<file path="config.mk">
export PLATFORM = sky130hd
export DESIGN_NAME = midi_msg_assembler
export DESIGN_NICKNAME = d
export VERILOG_FILES = /design/src/rtl/midi_msg_assembler.sv
export SDC_FILE = /design/constraint.sdc
export NUM_CORES = 1
export LEC_CHECK = 0
export ABC_AREA = 1
export BUFFER_PORTS_ARGS = -buffer_cell sky130_fd_sc_hd__buf_2
export CAP_MARGIN = 20
export CORE_ASPECT_RATIO = 0.9
export CORE_UTILIZATION = 37
export CTS_BUF_LIST = sky130_fd_sc_hd__clkbuf_8
export DETAILED_ROUTE_END_ITERATION = 7
export GPL_ROUTABILITY_DRIVEN = 0
export GPL_TIMING_DRIVEN = 1
export HOLD_SLACK_MARGIN = 0.06
export PLACE_DENSITY = 0.64
export SLEW_MARGIN = 20
export SYNTH_ARGS = -nofsm -noshare
export SYNTH_HDL_FRONTEND = slang
export SYNTH_SLANG_ARGS = --single-unit
</file>
<file path="constraint.sdc">
create_clock -name clk -period 2.1 [get_ports clk]
set_input_delay 0.42 -clock clk [delete_from_list [all_inputs] [get_ports clk]]
set_output_delay 0.42 -clock clk [all_outputs]
set_load 0.02 [all_outputs]
</file>
<file path="src/rtl/midi_msg_assembler.sv">
// MIDI 8N1 receiver and channel-voice message assembler with running status.
// Optional MIDI_CHANNEL_FILTER_EN restricts emitted messages to CHANNEL.
module midi_msg_assembler #(
  parameter int          CLKS_PER_BIT = 3200,
  parameter logic [3:0]  CHANNEL      = 4'd0
) (
  input  logic        clk,
  input  logic        reset,
  input  logic        midi_in,
  output logic [23:0] msg,
  output logic        new_msg,
  output logic        frame_err
);

  localparam int CW = $clog2(CLKS_PER_BIT);
  localparam logic [CW-1:0] FULL = CW'(CLKS_PER_BIT - 1);
  localparam logic [CW-1:0] HALF = CW'(CLKS_PER_BIT / 2 - 1);

  typedef enum logic [2:0] {
    IDLE, START, DATA, STOP, BRK
  } uart_t;

  uart_t          st, st_n;
  logic           s1, s2;
  logic [CW-1:0]  cnt, cnt_n;
  logic [2:0]     bit_i, bit_n;
  logic [7:0]     sh, sh_n;
  logic           byte_stb, stop_bad;

  logic [7:0]     rs, rs_n;
  logic           rs_v, rs_v_n;
  logic           two, two_n;
  logic           idx, idx_n;
  logic [7:0]     d1, d1_n;
  logic [23:0]    msg_n;
  logic           new_n;
  logic           emit_ok;

  logic is_rt, is_sys, is_stat, is_dat;

`ifdef MIDI_CHANNEL_FILTER_EN
  assign emit_ok = (rs[3:0] == CHANNEL);
`else
  logic unused_ch;
  assign unused_ch = ^CHANNEL;
  assign emit_ok   = 1'b1;
`endif

  // Two-flop synchroniser on the async line, idle high
  always_ff @(posedge clk) begin
    if (!reset) begin
      s1 <= 1'b1;
      s2 <= 1'b1;
    end else begin
      s1 <= midi_in;
      s2 <= s1;
    end
  end

  // UART and parser state registers
  always_ff @(posedge clk) begin
    if (!reset) begin
      st        <= IDLE;
      cnt       <= '0;
      bit_i     <= '0;
      sh        <= '0;
      rs        <= '0;
      rs_v      <= 1'b0;
      two       <= 1'b0;
      idx       <= 1'b0;
      d1        <= '0;
      msg       <= '0;
      new_msg   <= 1'b0;
      frame_err <= 1'b0;
    end else begin
      st        <= st_n;
      cnt       <= cnt_n;
      bit_i     <= bit_n;
      sh        <= sh_n;
      rs        <= rs_n;
      rs_v      <= rs_v_n;
      two       <= two_n;
      idx       <= idx_n;
      d1        <= d1_n;
      msg       <= msg_n;
      new_msg   <= new_n;
      frame_err <= stop_bad;
    end
  end

  // UART next state: mid-bit sampling, stop check, wait out a break
  always_comb begin
    st_n     = st;
    cnt_n    = cnt;
    bit_n    = bit_i;
    sh_n     = sh;
    byte_stb = 1'b0;
    stop_bad = 1'b0;
    unique case (st)
      IDLE: begin
        if (!s2) begin
          st_n  = START;
          cnt_n = '0;
        end
      end
      START: begin
        if (cnt == HALF) begin
          cnt_n = '0;
          bit_n = '0;
          st_n  = s2 ? IDLE : DATA;
        end else begin
          cnt_n = cnt + 1'b1;
        end
      end
      DATA: begin
        if (cnt == FULL) begin
          cnt_n = '0;
          sh_n  = {s2, sh[7:1]};
          if (bit_i == 3'd7) st_n = STOP;
          else bit_n = bit_i + 1'b1;
        end else begin
          cnt_n = cnt + 1'b1;
        end
      end
      STOP: begin
        if (cnt == FULL) begin
          cnt_n = '0;
          if (s2) begin
            byte_stb = 1'b1;
            st_n     = IDLE;
          end else begin
            stop_bad = 1'b1;
            st_n     = BRK;
          end
        end else begin
          cnt_n = cnt + 1'b1;
        end
      end
      BRK: begin
        if (s2) st_n = IDLE;
      end
      default: st_n = IDLE;
    endcase
  end

  assign is_rt   = &sh[7:3];
  assign is_sys  = (sh[7:4] == 4'hF) && !sh[3];
  assign is_stat = sh[7] && (sh[7:4] != 4'hF);
  assign is_dat  = !sh[7];

  // Parser: running status, data collection and message emit
  always_comb begin
    rs_n   = rs;
    rs_v_n = rs_v;
    two_n  = two;
    idx_n  = idx;
    d1_n   = d1;
    msg_n  = msg;
    new_n  = 1'b0;
    if (byte_stb) begin
      unique case (1'b1)
        is_rt: ;
        is_sys: begin
          rs_v_n = 1'b0;
          idx_n  = 1'b0;
        end
        is_stat: begin
          rs_n   = sh;
          rs_v_n = 1'b1;
          two_n  = (sh[7:5] != 3'b110);
          idx_n  = 1'b0;
        end
        is_dat && !rs_v: ;
        is_dat && rs_v: begin
          if (!idx) begin
            d1_n = sh;
            if (two) begin
              idx_n = 1'b1;
            end else begin
              new_n = emit_ok;
              if (emit_ok) msg_n = {8'h00, sh, rs};
            end
          end else begin
            idx_n = 1'b0;
            new_n = emit_ok;
            if (emit_ok) msg_n = {sh, d1, rs};
          end
        end
        default: ;
      endcase
    end
  end

endmodule

</file>
* Word level (Yosys, flattened, before mapping)
Index checks and enable logic that the tools add are counted.
** Storage, ports and cells
- Output and inout bits :: 26
- Register bits after elaboration :: 73
** Operators by class
- Reductions and logical operators :: 23
- Multiplexer cells :: 29
- Equal/unequal tests :: 18
- Bitwise logic cells :: 1
- Add/subtract/negate cells :: 2
** Operators with widths (count)
- 24-bit two-way mux :: 2
- 12-bit two-way mux :: 3
- 12-bit case mux with 3 select lines :: 1
- 3-bit two-way mux :: 10
- 3-bit case mux with 5 select lines :: 1
- 2-bit inequality test (second input constant) :: 7
- 12-bit by 1-bit adder with 12-bit output (second input constant) :: 1
- 12-bit by 11-bit equality test with 1-bit output (second input constant) :: 1
- 12-bit equality test (second input constant) :: 1
- 3-bit AND reduction :: 4
- 2-bit AND reduction :: 5
- 1-bit two-way mux :: 8
- 3-bit by 2-bit equality test with 1-bit output (second input constant) :: 2
- 3-bit equality test (second input constant) :: 2
- 3-bit case mux with 2 select lines :: 1
- 6-bit AND reduction :: 1
- 2-bit nonzero test :: 3
- 4-bit equality test (second input constant) :: 1
- 4-bit inequality test (second input constant) :: 1
- 1-bit case mux with 2 select lines :: 2
- 4-bit AND reduction :: 1
- 2-bit OR reduction :: 2
- 3-bit by 1-bit adder with 3-bit output (second input constant) :: 1
- 3-bit by 1-bit equality test with 1-bit output (second input constant) :: 1
- 8 further kinds :: 11

* Longest topological paths before layout
Gate-level depths: netlist of the first run.
- Word-level depth :: 5
- Depth in mapped cells :: 12
- Mapped depth without buffers :: 11

* Least setup slack after synthesis of the first run
OpenSTA, ideal clock, no wires.
- Kind :: register to register
- Start :: reg cnt[0]
- End :: reg msg[10]
- Data arrival time :: 1.460 ns
- Path slack :: 0.528 ns
- Buffers on the path :: 2
- Cell stages (with the launch flop) :: 11
- Clock period less this slack :: 1.572 ns
- Setup time :: 0.113 ns
- Cells stage by stage :: dfxtp_1 ha_1 nand3_1 inv_1 nand3_4 nor2_4 buf_6 nand2_4 buf_2 nor2_1 nor2_1
** On the way
- Cells in the longest elaborated chain, start to end :: 4
** Ends and longest elaborated chain
- start, declared :: RTL line 25 : logic [CW-1:0] cnt, cnt_n;
- start signal, assigned :: RTL line 77 : cnt <= cnt_n;
- 12-bit equality test :: RTL line 126 : if (cnt == FULL) begin
- 1-bit two-way mux :: RTL line 126
- 1-bit two-way mux :: RTL line 99 : unique case (st)
- 3-bit AND reduction (no line)
- end signal, assigned :: RTL line 85 : msg <= msg_n;
- end, declared :: RTL line 10 : output logic [23:0] msg,
Every way passes these cells.
A chain may end at the register's enable or synchronous reset.

* Worst setup path in the final report of the first run
- Start :: reg cnt[0]
- End :: reg d1[5]
** On the way
- Cells in the longest elaborated chain, start to end :: 4
** Ends and longest elaborated chain
- 12-bit equality test :: RTL line 126
- 1-bit two-way mux :: RTL line 126
- 1-bit two-way mux :: RTL line 99
- 3-bit AND reduction (no line)
- end signal, assigned :: RTL line 84 : d1 <= d1_n;
- end, declared :: RTL line 34 : logic [7:0] d1, d1_n;
Every way passes these cells.

==> qor.yml, run 1 <==
run_status:
  status: "completed"
power:
  clkPwrFrac: 0.428
  powerDensity_mw_per_mm2: 820.9
  power_frac_seq: 0.458
  p_leak_nw: 1.813
  internal_power_mw: 2.307
  swShare: 0.2656
  combPwrFrac: 0.114
  switchingPower_mw: 0.8341
  ir_drop_v: 0.0004334
yosys:
  ys_seq_area_frac: 0.4378
  synth_seq_cells: 73
  synthCells: 496
  synth_area_mm2: 0.003338
  avgSynthCellArea_um2: 6.730
  yosysWarnings: 0
  ys_types: 28
  syn_nets: 502
detailed_routing:
  drc_errors: 0
  dr.pass1.iters: 4
  antenna_left: 0
  via_per_inst: 4.625
  drt-initial-drc-count: 155
  routed_wl_um: 7110
  vias: 2997
  wl_per_cell_um: 10.97
place:
  dp_hpwl_um: 4891
  placed_cells: 632
  portBuffers: 28
  dp_slack_ns: 0.2895
timing:
  fin_worst_skew_ns: 0.01029
  fin_hold_ws_ns: 0.2565
  setup_viol: 0
  max_freq_mhz: 545.3
  report.final.slew_viol_count: 0
  fin_crit_sh: 0.8732
  tightest_slew_ns: 0.5981
  final-hold-violation-count: 0
  period_needed_ns: 1.834
  slew_headroom: 0.6013
  fin_ws_ns: 0.2662
  rsz0062_at_grt: "no"
  tns_ns: 0
clocking:
  hold_buffers: 0
  cts_tree: "yes"
  cts_setup_buffers: 0
  clk_pin_slew_ns: 0.08
  clockRootBuffer: "clkbuf_8"
  numCtsBuffers: 9
  cts.path.max_buffers: 2
  cts_resized: 0
  clkLatencyLatePin_ns: 0.35
  cts_sinks: 73
  htreeDepth: 3
worst_setup_path:
  slowest_delay_ns: 0.38
  r2r-start: "cnt[0]$_SDFFE_PN0P_"
  required_ns: 2.34
  worst_r2r_path_depth: 8
  path_class: "reg2reg"
  cpMostUsedCell: "nor2_1"
  crit_fanout: 15
  cpMaxStageDelayCell: "dfxtp_1"
  startpoint_type: "flop"
  worstPathArrival_ns: 2.08
  rr_endpoint: "d1[5]$_SDFFE_PN0P_"
  path_buf_inv: 1
  path_cells: "ha_1 > nand3_1 > inv_1 > nand3_4 > nor2_4 > nand3_2 > nor2_1 > nor2_1"
  ff2ff_setup_slack_ns: 0.27
  endpoint_kind: "flop"
  crit_family: "simple AND/OR/NAND/NOR gates"
cells_and_area:
  nets: 530
  fin_util: 0.4424
  drive_above_1_share: 0.1229
  layout_commonest_cell: "nand2_1"
  n_antenna_cell: 0
  final_cells: 648
  area_growth_pct: 14.62
  layout_common_cells: "nand2_1, nor2_1, dfxtp_1, inv_1, a21oi_1"
hold_path:
  hold_depth: 2
  min_from: "midi_in"
  hp-class: "in2reg"
  holdPathEnd: "s1$_SDFF_PN1_"
floorplan:
  die_h_um: 92.11
  start_util: 0.3860
  rows: 32
  num_io_pins: 29
  die_area_mm2: 0.009407
  core_area_mm2: 0.008648
  die_w_um: 102.1
global_route:
  grt_pass1_wl_um: 12680
  overflow: 0
  grt_pass1_vias: 2749
  track_usage: 0.1713
  antenna_found_initial: 0
  grt_max_degree: 44
flow_run:
  cap_violations: 0
[stage by stage]
step	area, um^2	power [mW]
after floorplan	3338	1.738
after global placement	3583	1.818
after detailed placement	3583	1.825
after CTS	3826	3.162
after global routing	3826	3.309
final	3826	3.141
[state kept, by name, indices dropped and copies added (netlist names), 3 cells and up]
register,flops
bit_i,3
cnt,12
d1,8
msg,24
rs,8
sh,8
st,3
[cell type report]
cell class              count  area, um^2
inverters                  72       270.3
clock inverters             7       118.9
flip-flops and latches     73        1461
repair buffers             36       200.2
multi-input cells         332        1503
fillers                   899        4822
well taps                 119       148.9
clock buffers               9       123.9
[per-layer routing]
metal / part of all wire / vias to the layer above / GRT usage
met5: 0 / - / 0
met4: 0.013 / 0 / 0.05000
met3: 0.043 / 6 / 0.04421
met2: 0.43 / 55 / 0.2623
met1: 0.51 / 1335 / 0.2348
li1: - / 1601 / -
[cell usage after synthesis]
cell type	number	share of area
nand2_1	128	0.14
nor2_1	81	0.091
dfxtp_1	73	0.44
inv_1	71	0.080
a21oi_1	38	0.057
o21ai_0	24	0.036
nand3_1	20	0.030
clkbuf_1	10	0.011
nand4_1	10	0.019
nor3_1	7	0.010
buf_2	5	0.0075
buf_6	3	0.010
ha_1	3	0.011
o211ai_1	3	0.0067
or2_2	3	0.0056
a21oi_2	2	0.0052
a31oi_1	2	0.0037
nand3_2	2	0.0060
nor2_2	2	0.0037
buf_4	1	0.0022
inv_2	1	0.0011
nand2_2	1	0.0019
nand2_4	1	0.0034
nand3_4	1	0.0052
nor2_4	1	0.0034
nor4_1	1	0.0019
o21bai_1	1	0.0022
xor2_1	1	0.0026
[worst max path at each step]
stage	startpoint	end	slack [ns]	cells past startpoint
after global placement	cnt[0]$_SDFFE_PN0P_	msg[21]$_SDFFE_PN0P_	0.37	8
after detailed placement	cnt[0]$_SDFFE_PN0P_	msg[16]$_SDFFE_PN0P_	0.29	8
final	cnt[0]$_SDFFE_PN0P_	d1[5]$_SDFFE_PN0P_	0.27	8
after CTS	cnt[0]$_SDFFE_PN0P_	d1[5]$_SDFFE_PN0P_	0.26	8
after global routing	cnt[0]$_SDFFE_PN0P_	msg[16]$_SDFFE_PN0P_	0.05	8
after floorplan	cnt[0]$_SDFFE_PN0P_	msg[10]$_SDFFE_PN0P_	0.53	10
[cells by family (layout without fill, tap and decap cells)]
group,Yosys count,count (layout),synth area share
adders and majority gates,3,3,0.01125
AOI/OAI and AO/OA,70,70,0.1109
xor gates and xnor gates,1,1,0.002624
buffers and inverters,91,124,0.1121
and+or+nand+nor,258,258,0.3253
DFF,73,73,0.4378
[power by group through the flow]
stage	registers, mW	logic (mW)	clock network [mW]
floorplan	1.46	0.276	0
global placement	1.47	0.351	0
detailed placement	1.47	0.355	0
CTS	1.44	0.359	1.37
global route	1.44	0.417	1.45
finish	1.44	0.358	1.35
Note: power is estimated with default switching activity, not from simulation.
==> inputs of run 2 (changes only) <==
--- a/config.mk
+++ b/config.mk
@@ -5,7 +5,6 @@
 export SDC_FILE = /design/constraint.sdc
 export NUM_CORES = 1
 export LEC_CHECK = 0
-export ABC_AREA = 1
 export BUFFER_PORTS_ARGS = -buffer_cell sky130_fd_sc_hd__buf_2
 export CAP_MARGIN = 20
 export CORE_ASPECT_RATIO = 0.9
==> run 2 against run 1 <==
Clock power down 29%. Sequential share of layout area up 1.4 points. Sequential cell count unchanged. Synthesized area down 4.3%. Global-route usage down 1.1 points. Combinational power down 76%. Hold slack better by 0.010 ns. Non-clock buffer count up 13. Core utilization up 0.62 points. Synthesized cell count down 27%. Largest cell class unchanged.
==> qor.yml, run 2 <==
timing:
  setup_viol: 0  # unchanged
  final-hold-violation-count: 0  # unchanged
  report.final.slew_viol_count: 0  # unchanged
  fin_ws_ns: 0.1340  # was 0.2662 ns
  period_needed_ns: 1.966  # was 1.834 ns
  tns_ns: 0  # unchanged
  max_freq_mhz: 508.7  # was 545.3 MHz
  slew_headroom: 0.6811  # was 0.6013
  fin_crit_sh: 0.9362  # was 0.8732
  rsz0062_at_grt: "no"  # unchanged
  tightest_slew_ns: 0.4783  # was 0.5981 ns
  fin_worst_skew_ns: 0.01003  # was 0.01029 ns
clocking:
  cts_sinks: 73  # unchanged
  cts_setup_buffers: 0  # unchanged
  clockRootBuffer: "clkbuf_8"  # unchanged
  cts_tree: "yes"  # unchanged
  numCtsBuffers: 9  # unchanged
  htreeDepth: 3  # unchanged
  clkLatencyLatePin_ns: 0.34  # was 0.35 ns
  cts.path.max_buffers: 2  # unchanged
  clk_pin_slew_ns: 0.08  # about the same
cells_and_area:
  area_growth_pct: 15.52  # was 14.62%
  layout_common_cells: "dfxtp_1, nand2_1, nand3_1, o21ai_0, buf_2"  # was nand2_1, nor2_1, dfxtp_1, inv_1, a21oi_1
  drive_above_1_share: 0.1950  # was 0.1229
  n_antenna_cell: 0  # unchanged
  nets: 402  # was 530
  final_area_mm2: 0.003689  # was 0.003826 mm^2
  layout_commonest_cell: "dfxtp_1"  # was nand2_1
  top_regs: "msg x24, cnt x12"  # unchanged
  fin_util: 0.4486  # was 0.4424
  regMostFlops: "msg"  # unchanged
  largest_reg_flops: 24  # unchanged
yosys:
  avgSynthCellArea_um2: 8.772  # was 6.730 um^2
  ys_seq_area_frac: 0.4577  # was 0.4378
  syn_nets: 370  # was 502
  synth_edf_count: 0  # unchanged
  synth_flop_cell: "dfxtp_1"  # unchanged
  synth_seq_cells: 73  # unchanged
  synth_area_mm2: 0.003193  # was 0.003338 mm^2
  ys_types: 46  # was 28
  synthCells: 364  # was 496
  yosysTopAreaCellShare: 0.4577  # was 0.4378
  async_reset_ff_frac: 0  # unchanged
  ys_top_cells_by_area: "dfxtp_1, nand2_1, mux2i_1"  # was dfxtp_1, nand2_1, nor2_1
  yosysTopAreaCell: "dfxtp_1"  # unchanged
  yosysMostFrequentCell: "dfxtp_1"  # was nand2_1
  netlist_top_cells_count: "dfxtp_1, nand2_1, nand3_1, o21ai_0, nor2_1"  # was nand2_1, nor2_1, dfxtp_1, inv_1, a21oi_1
  yosysWarnings: 0  # unchanged
floorplan:
  rows: 31  # was 32
  die_h_um: 90.13  # was 92.11 um
  num_io_pins: 29  # unchanged
  die_area_mm2: 0.009006  # was 0.009407 mm^2
  start_util: 0.3883  # was 0.3860
  die_w_um: 99.92  # was 102.1 um
  core_area_mm2: 0.008223  # was 0.008648 mm^2
detailed_routing:
  vias: 2701  # was 2,997
  routed_wl_um: 6843  # was 7110 um
  drc_errors: 0  # unchanged
  antenna_left: 0  # unchanged
  dr.pass1.iters: 4  # unchanged
  wl_per_cell_um: 13.29  # was 10.97 um
  via_per_inst: 5.245  # was 4.625
  drt-initial-drc-count: 211  # was 155
power:
  ir_drop_v: 0.0003019  # was 0.0004334 V
  power_mw: 2.442  # was 3.141 mW
  powerDensity_mw_per_mm2: 662.0  # was 820.9 mW/mm^2
  p_leak_nw: 1.300  # was 1.813 nW
worst_setup_path:
  endpoint_kind: "flop"  # unchanged
  path_class: "reg2reg"  # unchanged
  crit_fanout: 13  # was 15
  required_ns: 2.32  # was 2.34 ns
  worstPathArrival_ns: 2.18  # was 2.08 ns
  path_buf_inv: 1  # unchanged
  crit_family: "compound AO/OA/AOI/OAI gates"  # was simple AND/OR/NAND/NOR gates
  startpoint_type: "flop"  # unchanged
  cpMaxStageDelayCell: "dfxtp_1"  # unchanged
  path_cells: "ha_1 > and4_4 > nand4_4 > a2111oi_4 > buf_2 > o21ai_0"  # was ha_1 > nand3_1 > inv_1 > nand3_4 > nor2_4 > nand3_2 > nor2_1 > nor2_1
  slowest_delay_ns: 0.37  # was 0.38 ns
place:
  dp_hpwl_um: 4581  # was 4891 um
  portBuffers: 28  # unchanged
  dp_slack_ns: 0.03260  # was 0.2895 ns
  placedInstanceArea_mm2: 0.003506  # was 0.003583 mm^2
global_route:
  grt_pass1_wl_um: 11590  # was 12,680 um
  grt_pass1_vias: 2477  # was 2,749
  overflow: 0  # unchanged
  track_usage: 0.1608  # was 0.1713
  antenna_found_initial: 0  # unchanged
  grt_max_degree: 43  # was 44
hold_path:
  hp-class: "in2reg"  # unchanged
flow_run:
  cap_violations: 0  # unchanged
run_status:
  status: "completed"  # unchanged
run 2: final timing paths:
kind / startpoint / endpoint / slack (ns) / cells after the start
max reg2reg: cnt[1]$_SDFFE_PN0P_ / msg[3]$_SDFFE_PN0P_ / 0.13 / 6
min: midi_in / s1$_SDFF_PN1_ / 0.27 / 2
min reg2reg: s1$_SDFF_PN1_ / s2$_SDFF_PN1_ / 0.41 / 1
max: cnt[1]$_SDFFE_PN0P_ / msg[3]$_SDFFE_PN0P_ / 0.13 / 6
run 2: timing repair:
item,CTS,global route
hold buffers,0,0
endpoints found under the setup margin,0,14
resized for setup,0,2
hold endpoints to repair,0,0
run 2: per-stage QoR:
stage / hold WS, ns / cells
2_1_floorplan: 0.3863 / 364
3_3_place_gp: 0.3888 / 499
3_5_place_dp: 0.3963 / 499
4_1_cts: 0.2484 / 514
5_1_grt: 0.2605 / 515
6_report: 0.2665 / 515
run 2: final cells by class:
class / count / area, um^2
flip-flops and latches: 73 / 1461
repair buffers: 49 / 315.3
clock buffers: 10 / 137.6
inverters: 3 / 11.26
well taps: 115 / 143.9
fillers: 851 / 4534
clock inverters: 5 / 32.53
multi-input cells: 260 / 1587
run 2: per-layer routing:
| metal | GRT usage | wire, um |
|---|---|---|
| met4 | 0.07475 | 126 |
| met3 | 0.03266 | 316 |
| met2 | 0.2425 | 3036 |
| met1 | 0.2189 | 3364 |
| met5 | 0 | 0 |
run 2: logic make-up (layout without fill, tap and decap cells):
family	after synthesis	after routing	synth area share
AO/OA/AOI/OAI	70	70	0.1493
XOR/XNOR	1	1	0.002743
adder cells (fa/ha/maj)	3	3	0.01176
buffers and inverters	31	67	0.04545
flip-flops	73	73	0.4577
multiplexers	20	20	0.06270
AND/OR/NAND/NOR	166	166	0.2704
run 2: report_power, final:
| group | internal [mW] | total, mW | switching [mW] |
|---|---|---|---|
| Clock | 0.450 | 0.960 | 0.510 |
| Combinational | 0.0280 | 0.0872 | 0.0592 |
| Sequential | 1.39 | 1.39 | 0.00661 |
| Total | 1.87 | 2.44 | 0.576 |
run 2: worst register-to-register path: stages (launching register included):
cell and delay (ns):
dfxtp_1 0.37, ha_1 0.19, and4_4 0.27, nand4_4 0.17, a2111oi_4 0.36, buf_2 0.35
o21ai_0 0.14
